==> src/rtl/decim_accum_buffer.sv <==
// Block accumulator/decimator: sums N = 2^dec_sel accepted samples and queues
// {sum, log2(N)} in a 2-entry valid/ready FIFO, counting results that find it full.
module decim_accum_buffer #(
   parameter  int DW     = 8,
   parameter  int MAXLOG = 3,
   localparam int SW     = DW + MAXLOG
) (
   input  logic          clk,
   input  logic          rst,
   input  logic          en,
   input  logic [1:0]    dec_sel,
   input  logic          in_valid,
   input  logic [DW-1:0] in_data,
   output logic          out_valid,
   input  logic          out_ready,
   output logic [SW-1:0] out_sum,
   output logic [DW-1:0] out_avg,
   output logic [7:0]    drop_cnt,
   output logic          busy
);

   localparam logic [MAXLOG:0] ONE_C = {{MAXLOG{1'b0}}, 1'b1};

   function automatic logic [DW-1:0] avg_f(input logic [SW-1:0] s, input logic [1:0] l);
      logic [SW-1:0] t;
      t = s >> l;
      return t[DW-1:0];
   endfunction

   logic [SW-1:0]     acc_q, acc_d;
   logic [MAXLOG-1:0] cnt_q, cnt_d;
   logic [1:0]        blk_log_q, blk_log_d;
   logic [SW-1:0]     mem_sum_q [2];
   logic [1:0]        mem_log_q [2];
   logic              rd_ptr_q, rd_ptr_d, wr_ptr_q, wr_ptr_d;
   logic [1:0]        fcnt_q, fcnt_d;
   logic [7:0]        drop_q, drop_d;
   logic              out_valid_q, busy_q;
   logic [SW-1:0]     out_sum_q;
   logic [DW-1:0]     out_avg_q;

   logic [SW-1:0]     res_sum_s;
   logic [1:0]        res_log_s;
   logic [MAXLOG:0]   last_idx_s;
   logic              push_s, pop_s, wr_en_s;
   logic [SW-1:0]     head_sum_s;
   logic [1:0]        head_log_s;

   // Accumulator: the block size is taken from dec_sel only on a block's first sample.
   always_comb begin
      acc_d      = acc_q;
      cnt_d      = cnt_q;
      blk_log_d  = blk_log_q;
      push_s     = 1'b0;
      res_sum_s  = acc_q + {{MAXLOG{1'b0}}, in_data};
      res_log_s  = (cnt_q == {MAXLOG{1'b0}}) ? dec_sel : blk_log_q;
      last_idx_s = (ONE_C << res_log_s) - ONE_C;
      if (!en) begin
         acc_d = {SW{1'b0}};
         cnt_d = {MAXLOG{1'b0}};
      end else if (in_valid) begin
         blk_log_d = res_log_s;
         if ({1'b0, cnt_q} == last_idx_s) begin
            push_s = 1'b1;
            acc_d  = {SW{1'b0}};
            cnt_d  = {MAXLOG{1'b0}};
         end else begin
            acc_d = res_sum_s;
            cnt_d = cnt_q + {{(MAXLOG-1){1'b0}}, 1'b1};
         end
      end else begin
         acc_d = acc_q;
         cnt_d = cnt_q;
      end
   end

   // FIFO control; a full FIFO still accepts a push when it pops on the same edge.
   always_comb begin
      pop_s    = (fcnt_q != 2'd0) && out_ready;
      wr_en_s  = push_s && ((fcnt_q != 2'd2) || pop_s);
      fcnt_d   = fcnt_q + {1'b0, wr_en_s} - {1'b0, pop_s};
      rd_ptr_d = rd_ptr_q ^ pop_s;
      wr_ptr_d = wr_ptr_q ^ wr_en_s;
      if (push_s && !wr_en_s && (drop_q != 8'd255)) begin
         drop_d = drop_q + 8'd1;
      end else begin
         drop_d = drop_q;
      end
      // The entry being written this edge may already be next cycle's head.
      if (wr_en_s && (wr_ptr_q == rd_ptr_d)) begin
         head_sum_s = res_sum_s;
         head_log_s = res_log_s;
      end else begin
         head_sum_s = mem_sum_q[rd_ptr_d];
         head_log_s = mem_log_q[rd_ptr_d];
      end
   end

   // State and registered outputs.
   always_ff @(posedge clk or posedge rst) begin
      if (rst) begin
         acc_q        <= {SW{1'b0}};
         cnt_q        <= {MAXLOG{1'b0}};
         blk_log_q    <= 2'd0;
         mem_sum_q[0] <= {SW{1'b0}};
         mem_sum_q[1] <= {SW{1'b0}};
         mem_log_q[0] <= 2'd0;
         mem_log_q[1] <= 2'd0;
         rd_ptr_q     <= 1'b0;
         wr_ptr_q     <= 1'b0;
         fcnt_q       <= 2'd0;
         drop_q       <= 8'd0;
         out_valid_q  <= 1'b0;
         out_sum_q    <= {SW{1'b0}};
         out_avg_q    <= {DW{1'b0}};
         busy_q       <= 1'b0;
      end else begin
         acc_q     <= acc_d;
         cnt_q     <= cnt_d;
         blk_log_q <= blk_log_d;
         if (wr_en_s) begin
            mem_sum_q[wr_ptr_q] <= res_sum_s;
            mem_log_q[wr_ptr_q] <= res_log_s;
         end
         rd_ptr_q    <= rd_ptr_d;
         wr_ptr_q    <= wr_ptr_d;
         fcnt_q      <= fcnt_d;
         drop_q      <= drop_d;
         out_valid_q <= (fcnt_d != 2'd0);
         out_sum_q   <= (fcnt_d != 2'd0) ? head_sum_s : {SW{1'b0}};
         out_avg_q   <= (fcnt_d != 2'd0) ? avg_f(head_sum_s, head_log_s) : {DW{1'b0}};
         busy_q      <= (cnt_d != {MAXLOG{1'b0}});
      end
   end

   assign out_valid = out_valid_q;
   assign out_sum   = out_sum_q;
   assign out_avg   = out_avg_q;
   assign drop_cnt  = drop_q;
   assign busy      = busy_q;

endmodule

==> config.mk <==
export PLATFORM = sky130hd
export DESIGN_NAME = decim_accum_buffer
export DESIGN_NICKNAME = d
export VERILOG_FILES = /design/src/rtl/decim_accum_buffer.sv
export SDC_FILE = /design/constraint.sdc
export NUM_CORES = 1
export LEC_CHECK = 0
export ABC_AREA = 1
export CAP_MARGIN = 20
export CORE_MARGIN = 1
export CORE_UTILIZATION = 50
export CTS_CLUSTER_DIAMETER = 120
export DETAILED_ROUTE_END_ITERATION = 10
export PLACE_DENSITY = 0.75
export SKIP_CTS_REPAIR_TIMING = 1
export SYNTH_ARGS = -nofsm -noshare
export SYNTH_HDL_FRONTEND = slang
export SYNTH_SLANG_ARGS = --single-unit
==> constraint.sdc <==
create_clock -name clk -period 3.3 [get_ports clk]
set_input_delay 0.66 -clock clk [delete_from_list [all_inputs] [get_ports clk]]
set_output_delay 0.66 -clock clk [all_outputs]
set_load 0.02 [all_outputs]
==> impl_metrics.toml <==
[outcome]
status = "complete, no violations"

[finish]
synthToLayoutAreaGrowth_pct = 23.3
drive_above_1_share = 0.146
layoutNonFillerInstCount = 685
antennaDiodeCount = 0
finish.utilization = 0.644
layout_common_cells = "nand2_1, dfrtp_1, inv_1, o21ai_0, nand3_1"
design_area_um2 = 5060
seq_area_um2 = 1880
multi_input_area_um2 = 1900
num-fill-cells = 685
final_nets = 609
final_common_cell = "nand2_1"

[routing]
dr.first_iter.drc_count = 221
drt_first_pass_iters = 5
avgRoutedWirePerCell_um = 14.2
viasPerCell = 5.23
vias = 3584
drt-total-wl_um = 9740
ant_nets = 0
drc = 0

[global_route]
gr-usage-all-layers = 0.252
grt_pass1_vias = 3514
overflow = 0
grt_pass1_wl_um = 16600
grt_max_degree = 47
antenna_found_initial = 0

[setup_path]
cp_data_arrival_time_ns = 3.34
crit_type = "input port to flip-flop"
timing.rr.end = "out_avg[2]"
cp.required_ns = 3.55
cp-start-kind = "input port"
reg2reg_depth = 23
crit_path_max_fanout = 4
r2r_start = "cnt_q[1]"
reg2reg_slack_ns = 0.29
cp-end-kind = "flip-flop"

[clock_network]
cts.reportedPaths.clkPinSlew_ns = 0.08
cts_tree = "built"
cts_sinks = 75
numCtsBuffers = 9
h-tree-depth = 3
cts_buffer_depth = 2
cts-root-buf = "clkbuf_8"
insertion_delay_ns = 0.36

[logic_synthesis]
synthDistinctLibCells = 38
ys_seq_area_frac = 0.458
synth_area_um2 = 4100
avgSynthCellArea_um2 = 8.06
synthCells = 509
ys_async_sr_fraction = 1.00
synth_warnings = 0
ys_ff_latch = 75
synth_ff_type = "dfrtp_1"
synth_edf_count = 0
syn_nets = 540

[power]
swShare = 0.426
power_density_nw_per_um2 = 904
pwr-share-clk = 0.182
switching_power_mw = 1.95
p_seq_frac = 0.299
power.internal_mw = 2.63
combPwrFrac = 0.519
p_leak_nw = 2.61
ir_worst_vdd_mv = 0.372

[sta]
setup_slack_ns = 0.211
slew_headroom = 0.569
hold_violations = 0
skew_ns = 0.00877
fin_crit_sh = 0.936
grt_setup_unrepaired = "false"
fmaxAchievable_mhz = 324
whs_ns = 0.483
slew_viol_final = 0
setup-violations-final = 0
min_period_ns = 3.09
worst_pin_slew_ns = 0.646

[floorplan]
rows = 32
start_util = 0.522
die_w_um = 92.6
ioPinCount = 44
die_h_um = 92.6
fp.coreArea_um2 = 7850
design.die.area_um2 = 8570

[place]
place_hpwl_um = 7120
gp_congestion = 0.847
place_ws_ns = -0.279
dp_cells = 667
placed_cell_area_um2 = 4790
port_buffers = 43

[job]
cap_violations = 0

[worst_hold_path]
hold_class = "flip-flop to flip-flop"
min_from = "mem_sum_q[17]"
hold_path_end = "mem_sum_q[17]"
holdPathStages = 2
## cells by family after synthesis
logic type | synth area share
buffers and inverters | 0.0827
and+or+nand+nor | 0.272
AOI/OAI and AO/OA | 0.0967
xor gates and xnor gates | 0.0320
muxes | 0.00793
DFF | 0.458
adders and majority gates | 0.0507
## cell type report
class / instances / share of cell area
Timing Repair Buffer: 66 / 0.122
Inverter: 80 / 0.0594
Clock buffer: 11 / 0.0299
Clock inverter: 5 / 0.0166
Sequential cell: 75 / 0.371
Multi-Input combinational cell: 346 / 0.376
Tap cell: 102 / 0.0252
## critical path: stages
cell             delay [ns]
clkdlybuf4s50_1        0.49
nand3_1                0.09
nand2_2                0.10
nand2_1                0.05
nand2_1                0.09
inv_2                  0.05
nor2_4                 0.11
nand3_2                0.09
inv_1                  0.08
nand2_1                0.05
ha_1                   0.27
inv_1                  0.03
ha_1                   0.17
xnor2_1                0.13
xor2_1                 0.18
nor2_1                 0.20
inv_2                  0.06
buf_4                  0.14
nand2_1                0.10
inv_2                  0.06
nand2_1                0.07
nand2_1                0.05
## state kept, by name, summed over array words and instances (netlist names)
name	cells
acc_q	11
drop_cnt	8
out_sum	11
rd_ptr_q	1
blk_log_q	2
wr_ptr_q	1
busy	1
out_valid	1
mem_log_q	4
out_avg	8
fcnt_q	2
cnt_q	3
mem_sum_q	22
## routing by layer
layer	vias to the layer above	global-route usage	routed length (um)
li1	1747	-	-
met1	1713	0.317	4240
met2	107	0.423	4780
met3	17	0.0411	468
met4	0	0.122	246
met5	-	0	0
## synthesized netlist by cell type, types with 2 or more instances
| cell | n | area (um2) |
|---|---|---|
| clkbuf_1 | 6 | 22.5 |
| nor2_2 | 2 | 12.5 |
| xor2_1 | 9 | 78.8 |
| mux2_2 | 2 | 22.5 |
| nand4_1 | 2 | 12.5 |
| nand2_4 | 5 | 56.3 |
| inv_1 | 72 | 270 |
| xnor2_1 | 6 | 52.6 |
| nor2_1 | 17 | 63.8 |
| o21ai_1 | 2 | 10.0 |
| nand2_2 | 13 | 81.3 |
| a21oi_1 | 13 | 65.1 |
| nand3_2 | 4 | 40.0 |
| o21ai_2 | 3 | 26.3 |
| nand2_1 | 142 | 533 |
| o21ai_0 | 47 | 235 |
| o22ai_1 | 3 | 18.8 |
| dfrtp_1 | 75 | 1880 |
| inv_2 | 6 | 22.5 |
| or2_2 | 2 | 12.5 |
| nand3_1 | 46 | 230 |
| ha_1 | 15 | 188 |
| clkinv_1 | 2 | 7.51 |
## per-stage QoR
| stage | setup TNS [ns] | power [mW] |
|---|---|---|
| 2_1_floorplan | 0 | 2.89 |
| 3_3_place_gp | -1.59 | 3.60 |
| 3_5_place_dp | -3.70 | 3.68 |
| 4_1_cts | 0 | 4.53 |
| 5_1_grt | 0 | 4.91 |
| 6_report | 0 | 4.57 |
## how the worst max path moves through the flow
| stage | start | end | slack, ns | cells past startpoint |
|---|---|---|---|---|
| 3_5_place_dp | dec_sel[0] | out_avg[5] | -0.28 | 22 |
| 2_1_floorplan | cnt_q[1] | out_avg[4] | 0.16 | 22 |
| 4_1_cts | cnt_q[1] | out_avg[2] | 0.04 | 23 |
| 5_1_grt | dec_sel[0] | out_avg[0] | 0.02 | 22 |
| 6_report | dec_sel[0] | out_avg[2] | 0.21 | 22 |
| 3_3_place_gp | dec_sel[0] | out_avg[7] | -0.16 | 22 |
## power groups by stage
stage	Clock, mW	Sequential [mW]	Combinational [mW]
floorplan	0	1.51	1.38
global placement	0	1.37	2.22
detailed placement	0	1.39	2.29
CTS	0.841	1.37	2.32
global route	0.888	1.40	2.62
finish	0.831	1.37	2.37
(Power assumes the default switching activity.)
